--- src/rtl/cpu_pkg.sv ---
// rtl/cpu_pkg.sv - shared state codes, opcode map and strobe bundle for the sequencer
package cpu_pkg;

   localparam logic [2:0] ST_IF   = 3'b000;
   localparam logic [2:0] ST_ID   = 3'b001;
   localparam logic [2:0] ST_EX   = 3'b010;
   localparam logic [2:0] ST_MEM  = 3'b011;
   localparam logic [2:0] ST_WB   = 3'b100;
   localparam logic [2:0] ST_HALT = 3'b101;

   // Opcode map shared with pc_control so both blocks decode identically
   localparam logic [5:0] OP_ALU  = 6'b000000;
   localparam logic [5:0] OP_ADDI = 6'b000001;
   localparam logic [5:0] OP_LW   = 6'b000100;
   localparam logic [5:0] OP_SW   = 6'b000101;
   localparam logic [5:0] OP_BR   = 6'b001010;
   localparam logic [5:0] OP_JMP  = 6'b001100;
   localparam logic [5:0] OP_CALL = 6'b001101;
   localparam logic [5:0] OP_RET  = 6'b001110;
   localparam logic [5:0] OP_HLT  = 6'b111111;

   typedef struct packed {
      logic mem_req;
      logic mem_we;
      logic mem_addr_sel;
      logic ir_write;
      logic pc_write;
      logic alu_src_imm;
      logic flags_write;
      logic reg_write;
      logic wb_sel;
      logic sp_inc;
      logic sp_dec;
   } ctrl_strobes_t;

endpackage

--- src/rtl/main_control_fsm_if.sv ---
// rtl/main_control_fsm_if.sv - unified memory port handshake between sequencer and memory
interface main_control_fsm_if;
   logic mem_req;
   logic mem_we;
   logic mem_addr_sel;
   logic mem_ready;

   modport master (
      output mem_req,
      output mem_we,
      output mem_addr_sel,
      input  mem_ready
   );

   modport slave (
      input  mem_req,
      input  mem_we,
      input  mem_addr_sel,
      output mem_ready
   );
endinterface

--- src/rtl/ctrl_decode.sv ---
// rtl/ctrl_decode.sv - combinational (state, op, mem_ready) -> strobes and next state
module ctrl_decode
   import cpu_pkg::*;
(
   input  logic [2:0]    state_i,
   input  logic [5:0]    op_i,
   input  logic          mem_ready_i,
   output ctrl_strobes_t strobes_o,
   output logic [2:0]    next_state_o,
   output logic          retire_o,
   output logic          set_illegal_o
);

   always_comb begin
      strobes_o     = '0;
      next_state_o  = state_i;
      retire_o      = 1'b0;
      set_illegal_o = 1'b0;

      case (state_i)
         ST_IF: begin
            strobes_o.mem_req = 1'b1;
            if (mem_ready_i) begin
               strobes_o.ir_write = 1'b1;
               next_state_o       = ST_ID;
            end
         end

         ST_ID: begin
            case (op_i)
               OP_ALU, OP_ADDI, OP_LW, OP_SW: begin
                  strobes_o.pc_write = 1'b1;
                  next_state_o       = ST_EX;
               end
               OP_BR, OP_JMP: begin
                  strobes_o.pc_write = 1'b1;
                  retire_o           = 1'b1;
                  next_state_o       = ST_IF;
               end
               OP_CALL, OP_RET: next_state_o = ST_MEM;
               OP_HLT: begin
                  retire_o     = 1'b1;
                  next_state_o = ST_HALT;
               end
               default: begin
                  next_state_o  = ST_HALT;
                  set_illegal_o = 1'b1;
               end
            endcase
         end

         ST_EX: begin
            case (op_i)
               OP_ALU, OP_ADDI: begin
                  strobes_o.alu_src_imm = (op_i == OP_ADDI);
                  strobes_o.flags_write = 1'b1;
                  next_state_o          = ST_WB;
               end
               OP_LW, OP_SW: begin
                  strobes_o.alu_src_imm = 1'b1;
                  next_state_o          = ST_MEM;
               end
               default: begin
                  next_state_o  = ST_HALT;
                  set_illegal_o = 1'b1;
               end
            endcase
         end

         ST_MEM: begin
            case (op_i)
               OP_LW, OP_SW, OP_CALL, OP_RET: begin
                  // Request and write enable stay up through every stalled cycle
                  strobes_o.mem_req      = 1'b1;
                  strobes_o.mem_addr_sel = 1'b1;
                  strobes_o.mem_we       = (op_i == OP_SW) || (op_i == OP_CALL);
                  if (mem_ready_i) begin
                     if (op_i == OP_LW) begin
                        next_state_o = ST_WB;
                     end else begin
                        strobes_o.sp_dec   = (op_i == OP_CALL);
                        strobes_o.sp_inc   = (op_i == OP_RET);
                        strobes_o.pc_write = (op_i == OP_CALL) || (op_i == OP_RET);
                        retire_o           = 1'b1;
                        next_state_o       = ST_IF;
                     end
                  end
               end
               default: begin
                  next_state_o  = ST_HALT;
                  set_illegal_o = 1'b1;
               end
            endcase
         end

         ST_WB: begin
            strobes_o.reg_write = 1'b1;
            strobes_o.wb_sel    = (op_i == OP_LW);
            retire_o            = 1'b1;
            next_state_o        = ST_IF;
         end

         ST_HALT: next_state_o = ST_HALT;

         default: begin
            next_state_o  = ST_HALT;
            set_illegal_o = 1'b1;
         end
      endcase
   end

endmodule

--- src/rtl/main_control_fsm.sv ---
// rtl/main_control_fsm.sv - multi-cycle IF/ID/EX/MEM/WB sequencer with halt and retire counter
module main_control_fsm
   import cpu_pkg::*;
#(
   parameter int CNT_W = 16
) (
   input  logic                 clk,
   input  logic                 rst_n,
   input  logic [5:0]           op,
   main_control_fsm_if.master   mem_bus,
   output logic [2:0]           state,
   output logic                 ir_write,
   output logic                 pc_write,
   output logic                 alu_src_imm,
   output logic                 flags_write,
   output logic                 reg_write,
   output logic                 wb_sel,
   output logic                 sp_inc,
   output logic                 sp_dec,
   output logic                 halted,
   output logic                 illegal,
   output logic                 instr_retired,
   output logic [CNT_W-1:0]     instr_count
);

   logic [2:0]       state_q, state_d;
   logic             halted_q, halted_d;
   logic             illegal_q, illegal_d;
   logic [CNT_W-1:0] count_q, count_d;

   ctrl_strobes_t    dec_strobes;
   ctrl_strobes_t    strobes;
   logic [2:0]       dec_next;
   logic             dec_retire;
   logic             dec_set_illegal;

   ctrl_decode u_decode (
      .state_i       (state_q),
      .op_i          (op),
      .mem_ready_i   (mem_bus.mem_ready),
      .strobes_o     (dec_strobes),
      .next_state_o  (dec_next),
      .retire_o      (dec_retire),
      .set_illegal_o (dec_set_illegal)
   );

   always_comb begin
      state_d   = dec_next;
      halted_d  = halted_q | (dec_next == ST_HALT);
      illegal_d = illegal_q | dec_set_illegal;
      count_d   = count_q + CNT_W'(dec_retire);
   end

   always_ff @(posedge clk) begin
      if (!rst_n) begin
         state_q   <= ST_IF;
         halted_q  <= 1'b0;
         illegal_q <= 1'b0;
         count_q   <= '0;
      end else begin
         state_q   <= state_d;
         halted_q  <= halted_d;
         illegal_q <= illegal_d;
         count_q   <= count_d;
      end
   end

   // Strobes are silenced while reset is held so an abandoned instruction leaves no side effects
   assign strobes = rst_n ? dec_strobes : '0;

   assign mem_bus.mem_req      = strobes.mem_req;
   assign mem_bus.mem_we       = strobes.mem_we;
   assign mem_bus.mem_addr_sel = strobes.mem_addr_sel;
   assign ir_write             = strobes.ir_write;
   assign pc_write             = strobes.pc_write;
   assign alu_src_imm          = strobes.alu_src_imm;
   assign flags_write          = strobes.flags_write;
   assign reg_write            = strobes.reg_write;
   assign wb_sel               = strobes.wb_sel;
   assign sp_inc               = strobes.sp_inc;
   assign sp_dec               = strobes.sp_dec;
   assign instr_retired        = rst_n & dec_retire;

   assign state       = state_q;
   assign halted      = halted_q;
   assign illegal     = illegal_q;
   assign instr_count = count_q;

endmodule
--- src/flat_wrapper.sv ---
// flat-port wrapper written by rule: the top's interface ports become plain ports
module main_control_fsm_flat import cpu_pkg::*;
#(
   parameter int CNT_W = 16
)
  (clk, rst_n, op, state, ir_write, pc_write, alu_src_imm, flags_write, reg_write, wb_sel, sp_inc, sp_dec, halted, illegal, instr_retired, instr_count, mem_bus_mem_req, mem_bus_mem_we, mem_bus_mem_addr_sel, mem_bus_mem_ready);
  main_control_fsm_if mem_bus_i ();
  input  logic clk;
  input  logic rst_n;
  input  logic [5:0] op;
  output logic [2:0] state;
  output logic ir_write;
  output logic pc_write;
  output logic alu_src_imm;
  output logic flags_write;
  output logic reg_write;
  output logic wb_sel;
  output logic sp_inc;
  output logic sp_dec;
  output logic halted;
  output logic illegal;
  output logic instr_retired;
  output logic [CNT_W-1:0] instr_count;
  output wire logic [$bits(mem_bus_i.mem_req)-1:0] mem_bus_mem_req;
  output wire logic [$bits(mem_bus_i.mem_we)-1:0] mem_bus_mem_we;
  output wire logic [$bits(mem_bus_i.mem_addr_sel)-1:0] mem_bus_mem_addr_sel;
  input wire logic [$bits(mem_bus_i.mem_ready)-1:0] mem_bus_mem_ready;
  assign mem_bus_mem_req = mem_bus_i.mem_req;
  assign mem_bus_mem_we = mem_bus_i.mem_we;
  assign mem_bus_mem_addr_sel = mem_bus_i.mem_addr_sel;
  assign mem_bus_i.mem_ready = mem_bus_mem_ready;
  main_control_fsm #(.CNT_W(CNT_W)) u_core (.clk(clk), .rst_n(rst_n), .op(op), .mem_bus(mem_bus_i), .state(state), .ir_write(ir_write), .pc_write(pc_write), .alu_src_imm(alu_src_imm), .flags_write(flags_write), .reg_write(reg_write), .wb_sel(wb_sel), .sp_inc(sp_inc), .sp_dec(sp_dec), .halted(halted), .illegal(illegal), .instr_retired(instr_retired), .instr_count(instr_count));
endmodule
--- config.mk ---
export PLATFORM = sky130hd
export DESIGN_NAME = main_control_fsm_flat
export DESIGN_NICKNAME = d
export VERILOG_FILES = /design/src/rtl/cpu_pkg.sv /design/src/rtl/main_control_fsm_if.sv /design/src/rtl/ctrl_decode.sv /design/src/rtl/main_control_fsm.sv /design/src/flat_wrapper.sv
export SDC_FILE = /design/constraint.sdc
export NUM_CORES = 1
export LEC_CHECK = 0
export BUFFER_PORTS_ARGS = -buffer_cell sky130_fd_sc_hd__clkbuf_2
export CORE_MARGIN = 3
export CORE_UTILIZATION = 56
export CTS_BUF_LIST = sky130_fd_sc_hd__clkbuf_8
export DETAILED_ROUTE_END_ITERATION = 16
export HOLD_SLACK_MARGIN = 0.1
export PLACE_DENSITY = 0.87
export REMOVE_ABC_BUFFERS = 1
export SETUP_SLACK_MARGIN = 0.4
export SYNTH_ARGS = -nofsm -noshare
export SYNTH_HDL_FRONTEND = slang
export SYNTH_SLANG_ARGS = --single-unit
--- constraint.sdc ---
create_clock -name clk -period 4.8 [get_ports clk]
set_clock_uncertainty 0.05 [all_clocks]
set_input_delay 0.48 -clock clk [delete_from_list [all_inputs] [get_ports clk]]
set_output_delay 0.48 -clock clk [all_outputs]
set_load 0.005 [all_outputs]
Word level (Yosys, flattened, before mapping)
Index checks and enable logic that the tools add are counted.
{"block": "op_classes", "add_sub_neg": 1, "n_eq_ne": 14, "n_mux": 35, "bitwise": 3, "n_reduce_logical": 14}
{"operator": "$eq 6x4->1 const B", "n": 4}
{"operator": "$add 16x1->16", "n": 1}
{"operator": "$mux 3", "n": 5}
{"operator": "$pmux 3 s5", "n": 1}
{"operator": "$mux 1", "n": 14}
{"operator": "$mux 2", "n": 7}
{"operator": "$eq 6x3->1 const B", "n": 2}
{"operator": "$mux 11", "n": 1}
{"operator": "$eq 3x3->1 const B", "n": 3}
{"operator": "$pmux 3 s3", "n": 1}
{"operator": "$reduce_or 9->1", "n": 1}
{"operator": "$reduce_or 2->1", "n": 4}
{"operator": "$reduce_or 4->1", "n": 2}
{"operator": "$eq 3x2->1 const B", "n": 2}
{"operator": "$eq 6x1->1 const B", "n": 1}
{"operator": "$eq 6x6->1 const B", "n": 1}
{"operator": "$logic_not 6->1", "n": 1}
{"operator": "$pmux 1 s2", "n": 3}
{"operator": "$pmux 3 s2", "n": 1}
{"operator": "$reduce_or 3->1", "n": 2}
{"operator": "$reduce_or 6->1", "n": 1}
{"operator": "$pmux 1 s4", "n": 1}
{"operator": "$eq 3x1->1 const B", "n": 1}
{"operator": "$logic_not 3->1", "n": 1}
{"operator": "other kinds (4)", "n": 6}
{"block": "word_totals", "reg_bits": 21, "input_bits": 9, "output_inout_bits": 33}

Longest topological paths before layout
{"block": "logic_depth", "depth_word": 7, "mapped_depth": 13, "mapped_depth_nobuf": 12}

Modules after synthesis
Synthesis repeated with hierarchy kept, for this count alone.
{"block": "unflattened", "cells_unflattened": 191, "hier_area_um2": 1524.0}
{"mod": "main_control_fsm", "n_inst": 1, "cells_per_inst": 103, "area_per_inst_um2": 1002.2}
{"mod": "ctrl_decode", "n_inst": 1, "cells_per_inst": 88, "area_per_inst_um2": 521.8}

Worst setup path before layout
OpenSTA, ideal clock, no wires.
{"block": "synth_timing", "kind": "in2reg", "from": "input op[0]", "to": "register u_core.count_q[10], in the netlist u_core.instr_count[10]", "setup_time_ps": 128, "arrival_time_ps": 2425, "setup_slack_ps": 2197, "stages": 13, "path_cell_list": "buf_6 -> nor2b_2 -> xnor2_2 -> nand4_2 -> or3b_1 -> nand3_1 -> ha_1 -> ha_1 -> nand2_1 -> nor3_2 -> nand3_1 -> xor2_1 -> nor2_1"}
{"block": "synth_between", "elab_chain_cells": 6, "word_cells_on_any_way": 15, "cone_classes": "add/sub (1); eq/ne (7); mux (5); reduce/logical (2)"}
{"item": "start: declaration", "line": "flat_wrapper.sv:10", "source": "input logic [5:0] op;"}
{"item": "$eq 6x3->1", "line": "ctrl_decode.sv:71, ctrl_decode.sv:78"}
{"item": "$mux 1", "line": "ctrl_decode.sv:78", "source": "if (op_i == OP_LW) begin"}
{"item": "$mux 1", "line": "ctrl_decode.sv:77", "source": "if (mem_ready_i) begin"}
{"item": "$mux 1", "line": "ctrl_decode.sv:71", "source": "case (op_i)"}
{"item": "$pmux 1 s3 *", "line": "ctrl_decode.sv:20", "source": "case (state_i)"}
{"item": "$add 16x1->16 *", "line": "main_control_fsm.sv:51", "source": "count_d = count_q + CNT_W'(dec_retire);"}
{"item": "end signal: assignment", "line": "main_control_fsm.sv:64", "source": "count_q <= count_d;"}
{"item": "end: declaration", "line": "main_control_fsm.sv:29", "source": "logic [CNT_W-1:0] count_q, count_d;"}
Mark *: on every way between the ends. The rest lies on a longest branch, timed or not.
A chain may end at the register's enable or synchronous reset.

Worst setup path after layout
{"block": "layout_timing", "from": "input op[3]", "to": "register u_core.count_q[15], in the netlist u_core.instr_count[15]"}
Same word-level chain as after synthesis.

==> results.ini <==
[synthesis]
synth_area_leader_cell = dfxtp_1
async_reset_ff_share_pct = 0
synthAdderAreaFrac_pct = 1.887
synth_top_cell_area_share_pct = 31.70
yosys-mux-area-fraction_pct = 0
synth-edff-count = 0
synth_top_family_by_area = simple AND/OR/NAND/NOR gates
synth-compound-area-share_pct = 15.57
synth_xor_area_share_pct = 9.151
synth_cell_type_count = 48
synth_ff_type = dfxtp_1
yosysSeqAreaShare_pct = 31.70
synthTopCellsByCount = dfxtp_1, nor2_1, nand3_1, nand2_1, xor2_1
synth-seq-cells = 21
syn_area_per_cell_sq_um = 7.990
synth_warnings = 0
synth.area.top_cells = dfxtp_1, xor2_1, nor2_1, nand3_1, a21oi_1
synth_simple_gate_area_share_pct = 35.94
syn_inst = 166
synth_area_sq_um = 1326

[min_path]
holdCritPathClass = register to register

[critical_path]
critPathKind = input pin to register
startpoint_type = input pin
cp_common_cell = nand3_1
worstPathCellList = clkbuf_2, nor2b_2, xnor2_2, nand4_2, or3b_1, nand3_1, ha_1, nand3_1, nor3_2, nand3_1, xor2_1, nor2_1
worstPathMaxFanout = 11
slowest_stage = or3b_1
endpoint_kind = register
crit_arrival_ns = 2.95
worstPathRequired_ns = 4.93
path_delay_family = simple AND/OR/NAND/NOR gates
worst-path-buf-inv = 1
slowest_delay_ns = 0.43

[finish]
nFillCells = 174
nNetsFinal = 214
area_delta_synth_final_pct = 17.64
finish.utilization_pct = 74.23
design_area_sq_um = 1560
stdcell_count = 229
antenna_cells = 0
drive_above_1_share_pct = 26.24

[placement]
place_inst = 225
place_area_sq_um = 1515
port_buffers = 41
dp_slack_ns = 1.754
hpwl_mm = 2.635
place_congestion = 0.8668

[route]
postRouteWirelength_mm = 3.416
ant_nets = 0
vias = 1392
routed.top_layer = met4
dr.first_iter.drc_count = 36
wl_met2_mm = 1.661
dr.pass1.iters = 4
wl_per_cell_um = 14.92
via_per_inst = 6.079
drt_drc_violations_left = 0
wl_met3_um = 259
routedLengthMet1_mm = 1.474

[floorplanning]
core_area_sq_um = 2102
boundaryPins = 42
dieArea_sq_um = 2988
fp.dieW_um = 54.67
initial_core_util_pct = 63.10
die_y_um = 54.67
rows = 16

[clock_tree]
cts.sinks = 21
cts-root-buf = clkbuf_8
numCtsBuffers = 3
cts_max_level = 1
cts_setup_buffers = 0
tritoncts = built
hold_buffers = 0
clkTransAtPathRegs_ns = 0.08
clk_latency_ns = 0.25
post_cts_resized = 0
cts.path.max_buffers = 2

[grt]
grt-ovfl-total = 0
grt_pass1_wl_mm = 5.333
first_global_vias = 1198
grt_usage_pct = 24.24
grt_max_degree = 18
antenna_found_initial = 0

[sta]
hold_viol = 0
setup_tns_ns = 0
slew_violations = 0
finalCritPeriodShare_pct = 58.83
setup_viol = 0
finalWorstSetupSlack_ns = 1.976
rsz0062_at_grt = false
clock.fmax_ghz = 0.3541
timing.hold.ws_ns = 0.4287
layout_min_cycle_time_ns = 2.824
max_slew_margin_pct = 66.39
worst_pin_slew_ns = 0.5034

[flow_run]
drv_cap = 0

[outcome]
status = finished, final reports clean

[power]
power_density_nw_per_um2 = 262.7
design_power_total_uw = 409.9
p_leak_nw = 0.6514
ir_drop_uv = 263.2

[cell families (layout without fill, tap and decap cells)]
| kind of cell | Yosys count | after routing |
|---|---|---|
| buf+inv | 16 | 52 |
| compound gates | 31 | 31 |
| simple gates | 83 | 83 |
| flops | 21 | 21 |
| fa+ha+maj | 2 | 2 |
| xor+xnor | 13 | 13 |
[layer usage]
| metal | vias to the layer above | track usage (%) |
|---|---|---|
| met1 | 644 | 32.34 |
| li1 | 668 | - |
| met2 | 76 | 39.76 |
| met5 | - | 0 |
| met4 | 0 | 4.564 |
| met3 | 4 | 5.450 |
[registers in the layout, indices dropped and copies added (netlist names)]
signal,count
u_core.instr_count,16
u_core.halted,1
u_core.illegal,1
u_core.state,3
[placed cells by master, fill, tap and decap left out, types with 3 or more instances in the layout]
cell | Yosys | final
and2_1 | 3 | 3
nand3_1 | 11 | 11
clkbuf_2 | 0 | 41
nor2_1 | 21 | 21
dfxtp_1 | 21 | 21
nand2b_1 | 4 | 4
nor4_1 | 5 | 5
and3_1 | 5 | 5
nand4_1 | 4 | 4
or3_1 | 3 | 3
a21oi_1 | 9 | 9
o21ai_0 | 8 | 8
clkbuf_8 | 0 | 3
a31oi_1 | 4 | 4
nand2_1 | 10 | 10
inv_1 | 6 | 7
xor2_1 | 10 | 10
[worst register-to-register path: stages (launching register included)]
cell,delay [ns]
dfxtp_1,0.64
nand4_2,0.20
or3b_1,0.43
nand3_1,0.10
ha_1,0.18
nand3_1,0.21
nor3_2,0.38
nand3_1,0.15
xor2_1,0.16
nor2_1,0.12
[final timing paths]
kind	from	cells past startpoint	slack (ns)	to
max reg2reg	u_core.state[0]$_SDFF_PN0_	9	2.10	u_core.instr_count[15]$_SDFF_PN0_
max	op[3]	12	1.98	u_core.instr_count[15]$_SDFF_PN0_
min reg2reg	u_core.halted$_SDFF_PN0_	2	0.43	u_core.halted$_SDFF_PN0_
min	u_core.halted$_SDFF_PN0_	2	0.43	u_core.halted$_SDFF_PN0_
[power breakdown]
group | total (mW) | switching (mW) | internal [mW]
Combinational | 0.0934 | 0.0537 | 0.0397
Clock | 0.112 | 0.0550 | 0.0569
Sequential | 0.205 | 0.0193 | 0.185
[final cells by class]
cell class / instances / area (sq um) / area share [%]
multi-input combinational: 129 / 829.5 / 53.17
sequential: 21 / 420.4 / 26.94
timing repair buffer: 41 / 205.2 / 13.15
clock buffer: 3 / 41.29 / 2.646
tap: 27 / 33.78 / 2.165
inverter: 7 / 26.28 / 1.684
clock inverter: 1 / 3.754 / 0.2406
Power figures use the tool's default switching activity.
